### src/rtl/flag_register.sv
// rtl/flag_register.sv - NZCV status register with in-flight flag-setter tracking
// Flags/Flags_Fwd/Load_Data are packed {C,N,V,Z}.
module flag_register #(
    parameter int MAX_INFLIGHT = 3,
    parameter int CNT_W        = 2
) (
    input  logic        Clk,
    input  logic        Rst_n,
    input  logic [31:0] Alu_Result,
    input  logic        Alu_Carry,
    input  logic        Alu_Overflow,
    input  logic        Shifter_Carry,
    input  logic        Logical_Op,
    input  logic        Wb_Valid,
    input  logic        S_Bit,
    input  logic        Cond_Pass,
    input  logic        Issue_Set,
    input  logic        Load_En,
    input  logic [3:0]  Load_Data,
    output logic [3:0]  Flags,
    output logic [3:0]  Flags_Fwd,
    output logic        Flags_Pending,
    output logic        Issue_Stall,
    output logic        Count_Err
);

    localparam logic [CNT_W-1:0] MAX_CNT = CNT_W'(MAX_INFLIGHT);
    localparam logic [CNT_W-1:0] ONE     = CNT_W'(1);

    logic             retire;
    logic             update;
    logic [3:0]       computed;
    logic [CNT_W-1:0] cnt;
    logic [CNT_W-1:0] cnt_next;
    logic             err_next;

    assign retire = Wb_Valid & S_Bit;
    assign update = retire & Cond_Pass;

    // Logical ops take C from the shifter and leave V untouched.
    assign computed = {Logical_Op ? Shifter_Carry : Alu_Carry,
                       Alu_Result[31],
                       Logical_Op ? Flags[1] : Alu_Overflow,
                       (Alu_Result == 32'h0)};

    always_comb begin
        Flags_Fwd = Flags;
        if (Load_En)
            Flags_Fwd = Load_Data;
        else if (update)
            Flags_Fwd = computed;
    end

    // A failed-condition retire still leaves the pipe, so it decrements too.
    always_comb begin
        cnt_next = cnt;
        err_next = Count_Err;
        if (Issue_Set && !retire) begin
            if (cnt == MAX_CNT)
                err_next = 1'b1;
            else
                cnt_next = cnt + ONE;
        end else if (retire && !Issue_Set) begin
            if (cnt == '0)
                err_next = 1'b1;
            else
                cnt_next = cnt - ONE;
        end
    end

    always_ff @(posedge Clk or negedge Rst_n) begin
        if (!Rst_n) begin
            Flags     <= 4'b0000;
            cnt       <= '0;
            Count_Err <= 1'b0;
        end else begin
            Flags     <= Flags_Fwd;
            cnt       <= cnt_next;
            Count_Err <= err_next;
        end
    end

    assign Flags_Pending = (cnt != '0);
    assign Issue_Stall   = (cnt == MAX_CNT) & !retire;

endmodule

### config.mk
export PLATFORM = sky130hd
export DESIGN_NAME = flag_register
export DESIGN_NICKNAME = d
export VERILOG_FILES = /design/src/rtl/flag_register.sv
export SDC_FILE = /design/constraint.sdc
export NUM_CORES = 1
export LEC_CHECK = 0
export CAP_MARGIN = 20
export CORE_ASPECT_RATIO = 1.2
export CORE_UTILIZATION = 22
export DETAILED_ROUTE_END_ITERATION = 6
export GPL_TIMING_DRIVEN = 0
export PLACE_DENSITY_LB_ADDON = 0.2
export SLEW_MARGIN = 20
export SYNTH_ARGS = -nofsm -noshare
export SYNTH_HDL_FRONTEND = slang
export SYNTH_SLANG_ARGS = --single-unit
### constraint.sdc
create_clock -name Clk -period 1.8 [get_ports Clk]
set_input_delay 0.36 -clock Clk [delete_from_list [all_inputs] [get_ports Clk]]
set_output_delay 0.36 -clock Clk [all_outputs]
set_load 0.05 [all_outputs]
; Word level (Yosys, flattened, before mapping)
; Cells that the tools add are included.
[totals]
ff_bits = 7
in_bits = 47
out_inout_bits = 11
elab_cells = 35
[op_classes]
n_addsub = 2
eq_ne = 4
mux = 12
bitwise = 3
reduce_logical = 11
[op_table]
columns = operator, count
row1 = 32-bit logical NOT, 1
row2 = 2-bit two-way mux, 4
row3 = 4-bit two-way mux, 2
row4 = 1-bit two-way mux, 6
row5 = 3-bit AND reduction, 2
row6 = 2-bit nonzero test, 3
row7 = 2-bit != test (second input constant), 2
row8 = 1-bit AND, 3
row9 = 2-bit by 1-bit adder with 2-bit output (second input constant), 1
row10 = 2-bit equality test (second input constant), 1
row11 = 1-bit logical AND, 2
row12 = 1-bit logical NOT, 2
row13 = 2-bit logical NOT, 1
row14 = 2-bit by 1-bit != test with 1-bit output (second input constant), 1
row15 = 2-bit by 1-bit subtractor with 2-bit output (second input constant), 1

; Logic depth before layout (Yosys ltp)
[depth]
ltp_word = 5
ltp_mapped = 5
depth_no_buf = 5

; Worst setup path after synthesis
; No wires, ideal clock.
[synth_path]
path_kind = in2out
startpoint = input Alu_Result[7]
endpoint = output Flags_Fwd[0]
arrival_time_ps = 2068
required_ps = 1440
slack_ps = -628
stages = 3
n_path_buf = 0
cell_sequence = or4_1 or4_1 o21ai_1
[synth_between]
elab_chain_len = 3
[synth_rtl]
columns = item, line_no
row1 = start: declaration, 9  ; input logic [31:0] Alu_Result,
row2 = 32-bit logical NOT, 44  ; (Alu_Result == 32'h0)};
row3 = 4-bit two-way mux, 50  ; else if (update)
row4 = 4-bit two-way mux, 48  ; if (Load_En)
row5 = end: declaration, 21  ; output logic [3:0] Flags_Fwd,
; No other way between the ends.

; Final worst setup path
[layout_path]
startpoint = input Alu_Result[11]
endpoint = output Flags_Fwd[0]
; Same word-level chain as after synthesis.

==> summary.md <==
| Metric | Value |
|---|---|
| # Max-Cap Violations | 0 |
| Number of vias per cell | 4.91 |
| Design Power | 779 uW |
| Worst-Margin Slew | 0.527 ns |
| Die Width | 42.6 um |
| Worst min-delay path category | input port to async pin |
| Clock Tree Buf Depth | 2 |
| CP max FO | 2 |
| DRC Markers | 0 |
| H-tree depth | 1 |
| Net Count, Synth | 97 |
| Mean Syn Cell Area | 8.89 sq um |
| Die Ht | 50.7 um |
| Netlist cell types | 20 |
| Warnings from Yosys | 0 |
| Leakage | 0.000513 uW |
| Vias in the first global route | 595 |
| Core ar. | 1850 sq um |
| Clk_lat worst skew | 0.25 ns |
| Drt pass-1 iters | 4 |
| Sequential fraction of the synthesis area | 40.2% |
| Nets | 160 |
| Crit path kind | input port to output port |
| Final hold violations | 0 |
| Largest net degree at the start of global routing | 10 |
| DRT antenna net count | 0 |
| Max-slew violations | 0 |
| Starting DRT DRC Count | 5 |
| Final Wtd Congestion | 0.696 |
| # placed instances | 124 |
| First-pass GRT wire length | 2400 um |
| DPL Wire Length | 1360 um |
| Die ar. | 2160 sq um |
| CTS Buf Count | 3 |
| Status | finished, violations left |
| Worst slew margin | 64.8% |
| Critical Path Source Type | input port |
| Fin cells | 130 |
| Port Buffers | 56 |
| Worst-path clk slew | 0.05 ns |
| # hold bufs at CTS | 0 |
| Source of the critical timing path | Alu_Result[11] |
| Post-synthesis cell area | 435 sq um |
| Critical path required time | 1.44 ns |
| Initial antenna violation count | 0 |
| GRT overflow | 0 |
| Peak VDD IR | 307 uV |
| Clock sinks | 7 |
| Total negative slack | -0.370 ns |
| # IOs | 58 |
| Initial Utilization | 23.5% |
| Tmin final | 2.17 ns |
| Vias | 638 |
| Post-synth top area share | 40.2% |
| Area contributors post-synth | dfrtp_1 (40%), nor4_1 (10%), mux2i_1 (6.9%), o21ai_0 (6.9%), nand2_1 (5.2%) |
| Final clock skew | 0.00183 ns |
| R2r worst-path depth | 3 |
| WL final | 1630 um |
| Final worst-path cycle share | 121% |
| CTS root buffer | clkbuf_4 |
| R2r startpoint | cnt[0] |
| Setup Viol. Count Final | 1 |
| Post-Synthesis Cells | 49 |
| Routed len/inst | 12.5 um |
| Setup crit end kind | output port |
| P&R area growth vs syn | 153% |
| Number of fill cells | 175 |
| Multi-input gate area | 329 sq um |
| Fin worst setup slack | -0.370 ns |
| Num rows | 17 |
| CTS tree | yes |
| Power Density | 706 nW/um^2 |
| Synth area leader | dfrtp_1 |
| Total track usage | 15.0% |
| RSZ-0062 raised after global routing | true |
| Layout cells sized above 1 | 32.4% |
| Achievable Freq | 461 MHz |
| Arr. time, crit path | 1.81 ns |
| Seq. cell area | 175 sq um |
| Failing checks | negative setup slack |
| N_diodes | 0 |
| Flops & latches, synth | 7 |
layout make-up:
| cell class | instances | area share (%) |
|---|---|---|
| buffer | 1 | 0.454 |
| clock buffer | 4 | 2.38 |
| multi-input combinational | 41 | 29.8 |
| sequential | 7 | 15.9 |
| tap | 19 | 2.15 |
| timing repair buffer | 58 | 49.3 |
flip-flops by register name (all words and copies together), names as in the netlist:
register,flops
Count_Err,1
Flags,4
cnt,2
Yosys cell counts (all sizes together):
cell,n
dfrtp,7
nor4,7
o21ai,7
nand2,6
mux2i,3
a21oi,2
nand3,2
nor2,2
nor2b,2
or4,2
a221o,1
a22oi,1
buf,1
ha,1
mux2,1
nand4,1
nor3b,1
o21bai,1
or2,1
cells in the final DEF (no fill, tap or decap), types with 2 or more instances in the layout:
master,count
buf_2,3
dfrtp_1,7
dlygate4sd2_1,8
or4_4,2
dlymetal6s2s_1,6
mux2i_1,3
clkdlybuf4s50_1,22
clkdlybuf4s15_1,5
o21ai_2,3
nand2_1,6
buf_6,5
clkbuf_2,8
clkbuf_4,3
nor4_1,3
nor4_2,4
o21ai_0,3
nor2b_1,2
worst paths after layout:
check,endpoint,slack (ns)
setup / recovery,Flags_Fwd[0],-0.37
hold / removal,cnt[1],0.36
setup reg to reg,Count_Err,0.63
hold reg to reg,Count_Err,0.47
max in group asynchronous,Flags[2],1.20
min in group Clk,Flags[1],0.44
routing by layer:
layer | vias to the layer above | global-route usage (%) | part of all wire (%)
met3 | 2 | 2.88 | 9.3
met2 | 37 | 28.7 | 59
li1 | 315 | - | -
met4 | 0 | 9.38 | 1.2
met5 | - | 0 | 0
met1 | 284 | 14.2 | 31
cell families (layout without fill, tap and decap cells):
group                    Yosys count  after routing  share of synthesized area [%]
flip-flops                         7              7                           40.2
adder cells (fa/ha/maj)            1              1                           2.87
AND/OR/NAND/NOR                   24             24                           30.2
buffers and inverters              1             63                           1.15
AO/OA/AOI/OAI                     12             12                           16.1
multiplexers                       4              4                           9.48
power breakdown:
group / switching [uW] / total (uW) / internal, uW / leakage (uW)
clock: 58.0 / 143 / 84.6 / 0.0000150
sequential: 30.7 / 220 / 189 / 0.0000817
combinational: 235 / 417 / 181 / 0.000417
total: 324 / 779 / 455 / 0.000513
timing repair:
item	CTS	global route
buffers inserted	1	1
endpoints found under the setup margin	6	8
resized for setup	64	32
gates cloned	0	0
pin swaps	10	12
critical path, cell delays in order:
cell and delay (ns):
buf_6 0.09, or4_4 0.51, or4_4 0.53, o21ai_4 0.16
buf_8 0.16
metrics by stage:
| stage | worst slack, ns | hold slack [ns] | area [sq um] | utilization (%) |
|---|---|---|---|---|
| 5_1_grt | -0.406 | 0.393 | 1100 | 59.6 |
| 3_5_place_dp | -1.30 | 0.465 | 1050 | 56.5 |
| 4_1_cts | -0.409 | 0.373 | 1070 | 57.9 |
| 2_1_floorplan | -0.263 | 0.0644 | 462 | - |
| 3_3_place_gp | -1.28 | 0.462 | 1050 | 56.5 |
| 6_report | -0.370 | 0.364 | 1100 | 59.6 |
Power figures use the tool's default switching activity.
